[config.mk]
export PLATFORM = sky130hd
export DESIGN_NAME = keccak_squeeze_piso
export DESIGN_NICKNAME = d
export VERILOG_FILES = /design/src/rtl/keccak_pkg.sv /design/src/rtl/keccak_squeeze_piso.sv
export SDC_FILE = /design/constraint.sdc
export NUM_CORES = 2
export LEC_CHECK = 0
export ABC_CLOCK_PERIOD_IN_PS = 3810
export BUFFER_PORTS_ARGS = -buffer_cell sky130_fd_sc_hd__clkbuf_2
export CORE_AREA = 5 5 461 463
export CTS_CLUSTER_SIZE = 12
export DETAILED_ROUTE_END_ITERATION = 6
export DIE_AREA = 0 0 466 468
export PLACE_DENSITY = 0.53
export SETUP_SLACK_MARGIN = 0.15
export SYNTH_ARGS = -nofsm -noshare
export SYNTH_HDL_FRONTEND = slang
export SYNTH_SLANG_ARGS = --single-unit
[constraint.sdc]
create_clock -name clk -period 3.81 [get_ports clk]
set_input_delay 0.5715 -clock clk [delete_from_list [all_inputs] [get_ports clk]]
set_output_delay 0.5715 -clock clk [all_outputs]
set_load 0.02 [all_outputs]
[src/rtl/keccak_pkg.sv]
// Shared keccak constants: lane width, rate, squeeze words per rate block, squeeze FSM states.
// Rate must be a whole number of lanes; RATE_WORDS_OK fails elaboration (divide by zero) otherwise.
package keccak_pkg;

   localparam int W         = 64;
   localparam int RATE      = 1088;
   localparam int SQZ_DEPTH = RATE / W;

   localparam int RATE_WORDS_OK = 1 / (((RATE % W) == 0) ? 1 : 0);

   typedef enum logic [1:0] {
      IDLE       = 2'd0,
      WAIT_BLOCK = 2'd1,
      SHIFT      = 2'd2
   } squeeze_state_t;

endpackage

[src/rtl/keccak_squeeze_piso.sv]
// Squeeze PISO: emits rate blocks as WIDTH-bit words, 1 cycle after the block handshake, holding a word while data_ready_in is low; pulses squeeze_req_out for more blocks.
// KECCAK_SQUEEZE_MASK_LAST_EN zeroes the unused upper bits of a partial final word.
module keccak_squeeze_piso
   import keccak_pkg::*;
#(
   parameter int WIDTH  = W,
   parameter int DEPTH  = SQZ_DEPTH,
   parameter int SIZE_W = 16
) (
   input  logic                     clk,
   input  logic                     rst,
   input  logic                     size_valid_in,
   input  logic [SIZE_W-1:0]        size_in,
   output logic                     size_ready_out,
   input  logic                     block_valid_in,
   input  logic [WIDTH*DEPTH-1:0]   block_in,
   output logic                     block_ready_out,
   output logic                     squeeze_req_out,
   output logic                     data_valid_out,
   output logic [WIDTH-1:0]         data_out,
   output logic                     data_last_out,
   input  logic                     data_ready_in,
   output logic                     busy_out
);

   localparam int LOG_W = $clog2(WIDTH);
   localparam int IDX_W = $clog2(DEPTH);
   localparam logic [IDX_W-1:0] LAST_IDX = IDX_W'(DEPTH - 1);

   if (RATE_WORDS_OK != 1 || DEPTH < 2) begin : g_bad_cfg
      $error("keccak_squeeze_piso: rate must be a multiple of w and DEPTH must be >= 2");
   end

   squeeze_state_t state, state_nxt;

   logic [WIDTH*DEPTH-1:0] shift_reg;
   logic [IDX_W-1:0]       word_idx;
   logic [SIZE_W-1:0]      remaining;
   logic [SIZE_W-1:0]      size_words;
   logic                   sqz_pulse;
   logic                   cmd_fire;
   logic                   blk_fire;
   logic                   xfer;
   logic                   last_word;

   // ceil(size_in / WIDTH) without widening: quotient plus one if any tail bits
   assign size_words = (size_in >> LOG_W) + SIZE_W'(|size_in[LOG_W-1:0]);

   assign last_word = (remaining == SIZE_W'(1));
   assign cmd_fire  = size_valid_in  && size_ready_out;
   assign blk_fire  = block_valid_in && block_ready_out;
   assign xfer      = data_valid_out && data_ready_in;

   always_ff @(posedge clk) begin
      if (rst) begin
         state <= IDLE;
      end else begin
         state <= state_nxt;
      end
   end

   always_comb begin
      state_nxt       = state;
      size_ready_out  = 1'b0;
      block_ready_out = 1'b0;
      data_valid_out  = 1'b0;
      case (state)
         IDLE: begin
            size_ready_out = 1'b1;
            if (size_valid_in && size_words != '0) begin
               state_nxt = WAIT_BLOCK;
            end
         end
         WAIT_BLOCK: begin
            block_ready_out = 1'b1;
            if (block_valid_in) begin
               state_nxt = SHIFT;
            end
         end
         SHIFT: begin
            data_valid_out = 1'b1;
            // final word wins over block end, so no extra permutation is requested
            if (data_ready_in) begin
               if (last_word) begin
                  state_nxt = IDLE;
               end else if (word_idx == LAST_IDX) begin
                  state_nxt = WAIT_BLOCK;
               end
            end
         end
         default: begin
            state_nxt = IDLE;
         end
      endcase
   end

   always_ff @(posedge clk) begin
      if (rst) begin
         shift_reg <= '0;
         word_idx  <= '0;
         remaining <= '0;
         sqz_pulse <= 1'b0;
      end else begin
         sqz_pulse <= xfer && !last_word && (word_idx == LAST_IDX);
         if (cmd_fire) begin
            remaining <= size_words;
         end
         if (blk_fire) begin
            shift_reg <= block_in;
            word_idx  <= '0;
         end else if (xfer) begin
            shift_reg <= shift_reg >> WIDTH;
            remaining <= remaining - 1'b1;
            word_idx  <= word_idx + 1'b1;
         end
      end
   end

   assign squeeze_req_out = sqz_pulse;
   assign data_last_out   = (state == SHIFT) && last_word;
   assign busy_out        = (state != IDLE);

`ifdef KECCAK_SQUEEZE_MASK_LAST_EN
   logic [LOG_W-1:0] tail_bits;
   logic [WIDTH-1:0] tail_mask;

   always_ff @(posedge clk) begin
      if (rst) begin
         tail_bits <= '0;
      end else if (cmd_fire) begin
         tail_bits <= size_in[LOG_W-1:0];
      end
   end

   always_comb begin
      tail_mask = '1;
      if (data_last_out && tail_bits != '0) begin
         tail_mask = ~({WIDTH{1'b1}} << tail_bits);
      end
   end

   assign data_out = shift_reg[WIDTH-1:0] & tail_mask;
`else
   assign data_out = shift_reg[WIDTH-1:0];
`endif

endmodule

==> parameters.txt <==
Parameter                              Value

Flow run
  Maxcap violations    0

STA
  Final worst hold slack    0.0642 ns
  Worst rel slew slack    0.225
  Hold Vio Cnt, Final    0
  RSZ-0062 raised after global routing    false
  Max-slew violation count    0
  F_max    0.309 GHz
  Time the final worst path needs with I/O delays and setup    3.23 ns
  Worst clock skew on the final layout    0.0472 ns
  Period utilisation layout    0.848
  Final setup viols    0
  Transition at the pin with the smallest max-transition slack    1.16 ns
  Setup TNS    0 ns

Clocking
  CTS tree    built
  Insertion delay to the later sink of the worst-skew pair    0.79 ns
  # clock sinks    1112
  CTS H-Tree Depth    4
  Root Buffer    sky130_fd_sc_hd__clkbuf_16
  Maximum count of clock buffers along a single path    3
  Number of post-CTS setup repair buffers    0
  Number of buffers inserted during clock tree synthesis    138
  Clock slew at reported path FFs    0.06 ns

Pwr
  Maximum resistive drop on vdd    0.436 mV
  Total power divided by cell area    464 nW/um^2
  Part of the power in the clock network    0.410
  Net load switching power    9690 uW
  Fraction of power consumed by combinational cells    0.177
  Leakage Power    0.0233 uW
  Switching share of power    0.302
  Internal    22400 uW
  Register share of total power    0.413

Yosys
  Synthesized net count    7357
  Fraction of registers with async set or reset after synthesis    0
  Top flip-flop cell by instance count after synthesis    sky130_fd_sc_hd__dfxtp_1
  Number of enable-type register cells in the synthesized netlist    0
  Post-synthesis cell area    52700 sq um
  Synth Area per Inst    8.45 sq um
  Register bit total from synthesis    1112
  Synth Instances    6242
  Warnings, synthesis    0
  Cell variety after synth    52
  Sequential area share after synthesis    0.422

Route
  Average detailed-routed wire length per instance    23.3 um
  DR pass1 iterations    6
  Overall routed net length    243000 um
  Violation count after the first detailed-route iteration    4344
  Number of DRC violations after detailed routing    0
  Number of nets with antenna violations after detailed routing    0
  Number of vias in the routed layout    50400
  Detail-routed via count per cell    4.83

Setup path
  CP top delay family    simple AND/OR/NAND/NOR gates
  Startpoint types    register
  Crit-path max FO    7
  Number of buffer and inverter instances along the worst setup path    1
  Master of the slowest instance on the critical path    sky130_fd_sc_hd__or3_1
  Critical path, cell by cell    or3_1 -> nor4_2 -> nand3_1 -> nor3b_1 -> clkbuf_2
  Start-to-end type of the worst setup path    reg2out
  Maximum single-stage delay on the critical path    0.43 ns
  Worst Path Arrival    2.66 ns
  Req. time, crit path    3.24 ns
  Crit end category    primary output

Die
  Die outline area    218000 sq um
  Starting utilization of the core area    0.253
  Num rows    168
  Num ports    1179
  Die height    468 um
  Area inside the core boundary    208000 sq um
  Chip width    466 um

Finish
  Fill cell count    21900
  Net total in the final layout    8589
  Number of flip-flops in the largest register    1088
  Area growth from synthesis to final layout    31.3%
  Proportion of layout cells with a drive suffix above 1    0.294

GRT
  Maximum number of pins on one net before global-route repair    197
  Wire length of the first global-routing pass    340000 um
  Number of antenna violations at the first check in global routing    115
  Global route overflow    0
  Via count of the first global-routing pass    48800
  All-Layer GR Usage    0.211

Outcome
  Run status    finished, final reports clean

Worst hold path
  Path type of the worst min-delay path    in2reg

Placed design
  Estimated wirelength of the detail-placed design    187000 um
  Routability congestion estimate    0.937
  # port buffers    1178
-- routing by layer --
layer  global-route usage  up-vias  part of all wire
met1                0.255    24000              0.41
met2                0.368     1675              0.49
li1                     -    24200                 -
met4               0.0891       34             0.045
met3               0.0391      412             0.056
met5                    0        -           0.00092
-- logic make-up after synthesis --
group / share of synthesized area
xor+xnor: 0.00199
fa+ha+maj: 0.00142
mux: 0.00104
buf+inv: 0.0720
simple gates: 0.240
flops: 0.422
compound gates: 0.261
-- worst register-to-register path, cell delays in order, from the launching register on --
cell                       delay (ns)
sky130_fd_sc_hd__dfxtp_1         0.41
sky130_fd_sc_hd__nor2b_1         0.48
sky130_fd_sc_hd__nand2_8         0.30
sky130_fd_sc_hd__nand2_8         0.53
sky130_fd_sc_hd__buf_12          0.35
sky130_fd_sc_hd__buf_12          0.35
sky130_fd_sc_hd__nor2_1          0.14
sky130_fd_sc_hd__a311oi_2        0.27
-- what timing repair did --
action                                  4_1_cts  5_1_grt
hold buffers                                438        0
endpoints found under the hold margin       438        0
gates resized for setup                       0        0
endpoints found under the setup margin        0        0
-- cell usage in the layout, fill, tap and decap left out, types with 3 or more instances in the layout --
cell,n
sky130_fd_sc_hd__nand2_1,2126
sky130_fd_sc_hd__clkbuf_2,1177
sky130_fd_sc_hd__dfxtp_1,1112
sky130_fd_sc_hd__nor2_1,1046
sky130_fd_sc_hd__a311oi_2,677
sky130_fd_sc_hd__dlygate4sd3_1,438
sky130_fd_sc_hd__a311oi_1,349
sky130_fd_sc_hd__clkbuf_16,139
sky130_fd_sc_hd__buf_4,94
sky130_fd_sc_hd__nand3_1,74
sky130_fd_sc_hd__a21oi_1,74
sky130_fd_sc_hd__diode_2,58
sky130_fd_sc_hd__buf_12,55
sky130_fd_sc_hd__clkbuf_8,33
sky130_fd_sc_hd__clkbuf_1,31
sky130_fd_sc_hd__clkinv_2,17
sky130_fd_sc_hd__nor3_1,15
sky130_fd_sc_hd__inv_1,7
sky130_fd_sc_hd__xor2_1,7
sky130_fd_sc_hd__a31oi_1,6
sky130_fd_sc_hd__ha_1,6
sky130_fd_sc_hd__nor4_1,5
sky130_fd_sc_hd__nand4_1,5
sky130_fd_sc_hd__xnor2_1,5
sky130_fd_sc_hd__nand2b_1,5
sky130_fd_sc_hd__mux2_2,4
sky130_fd_sc_hd__o21ai_0,4
sky130_fd_sc_hd__clkinv_8,4
sky130_fd_sc_hd__inv_16,4
sky130_fd_sc_hd__clkinv_16,4
sky130_fd_sc_hd__nor3b_1,3
sky130_fd_sc_hd__a211oi_1,3
sky130_fd_sc_hd__clkinvlp_4,3
-- final timing paths --
kind                           startpoint                           end  slack, ns  depth (start not counted)
min reg2reg  shift_reg[1058]$_SDFFE_PP0P_  shift_reg[1058]$_SDFFE_PP0P_       0.46                          2
max               remaining[6]$_SDFF_PP0_                 data_last_out       0.58                          5
min                         block_in[133]   shift_reg[133]$_SDFFE_PP0P_       0.06                          3
max reg2reg         state[0]$_SDFFE_PP0P_   shift_reg[603]$_SDFFE_PP0P_       0.91                          7
-- power groups by stage --
stage	sequential [uW]	clock (uW)	combinational, uW
floorplan	13200	0	3670
global placement	13500	0	5240
detailed placement	13500	0	5320
CTS	13300	13500	5750
global route	13300	14000	6230
finish	13300	13200	5700
-- Yosys cell counts, types with 2 or more instances --
cell type | count | share of area
sky130_fd_sc_hd__nand2_1 | 2126 | 0.15
sky130_fd_sc_hd__dfxtp_1 | 1112 | 0.42
sky130_fd_sc_hd__nor2_1 | 1046 | 0.074
sky130_fd_sc_hd__a311oi_2 | 677 | 0.19
sky130_fd_sc_hd__a311oi_1 | 349 | 0.058
sky130_fd_sc_hd__buf_2 | 284 | 0.027
sky130_fd_sc_hd__clkbuf_1 | 225 | 0.016
sky130_fd_sc_hd__buf_6 | 78 | 0.017
sky130_fd_sc_hd__buf_4 | 77 | 0.011
sky130_fd_sc_hd__a21oi_1 | 74 | 0.0070
sky130_fd_sc_hd__nand3_1 | 74 | 0.0070
sky130_fd_sc_hd__nor3_1 | 15 | 0.0014
sky130_fd_sc_hd__buf_1 | 7 | 0.00050
sky130_fd_sc_hd__inv_1 | 7 | 0.00050
sky130_fd_sc_hd__xor2_1 | 7 | 0.0012
sky130_fd_sc_hd__a31oi_1 | 6 | 0.00071
sky130_fd_sc_hd__ha_1 | 6 | 0.0014
sky130_fd_sc_hd__nand2b_1 | 5 | 0.00059
sky130_fd_sc_hd__nand4_1 | 5 | 0.00059
sky130_fd_sc_hd__nor4_1 | 5 | 0.00059
sky130_fd_sc_hd__xnor2_1 | 5 | 0.00083
sky130_fd_sc_hd__mux2_2 | 4 | 0.00085
sky130_fd_sc_hd__o21ai_0 | 4 | 0.00038
sky130_fd_sc_hd__a211oi_1 | 3 | 0.00043
sky130_fd_sc_hd__nor3b_1 | 3 | 0.00043
sky130_fd_sc_hd__a2111oi_0 | 2 | 0.00033
sky130_fd_sc_hd__a221oi_1 | 2 | 0.00033
sky130_fd_sc_hd__and2_1 | 2 | 0.00024
sky130_fd_sc_hd__and4_1 | 2 | 0.00033
sky130_fd_sc_hd__nor2b_1 | 2 | 0.00024
sky130_fd_sc_hd__nor4bb_1 | 2 | 0.00038
sky130_fd_sc_hd__o211ai_1 | 2 | 0.00028
sky130_fd_sc_hd__o32a_1 | 2 | 0.00038
sky130_fd_sc_hd__or2_2 | 2 | 0.00024
sky130_fd_sc_hd__or3_1 | 2 | 0.00024
sky130_fd_sc_hd__or4_1 | 2 | 0.00028
-- layout make-up --
cell class                      count  area (sq um)  area share
Antenna cell                       58           145     0.00210
Clock buffer                      203          4050      0.0585
Timing Repair Buffer             1764         12100       0.175
Clock inverter                     37           459     0.00663
Tap cell                         2805          3510      0.0507
Sequential cell                  1112         22300       0.322
Multi-Input combinational cell   4451         26700       0.386
Inverter                            7          26.3    0.000380
-- stage by stage --
stage	std cells	area, sq um	setup slack, ns	power [uW]	util
floorplan	6242	52700	1.41	16900	-
global placement	9701	60200	0.987	18700	0.289
detailed placement	9701	60200	0.879	18800	0.289
CTS	10400	69100	0.490	32500	0.332
global route	10400	69200	0.387	33600	0.332
finish	10400	69200	0.578	32100	0.332
No activity file was read; power rests on OpenSTA's default activity.
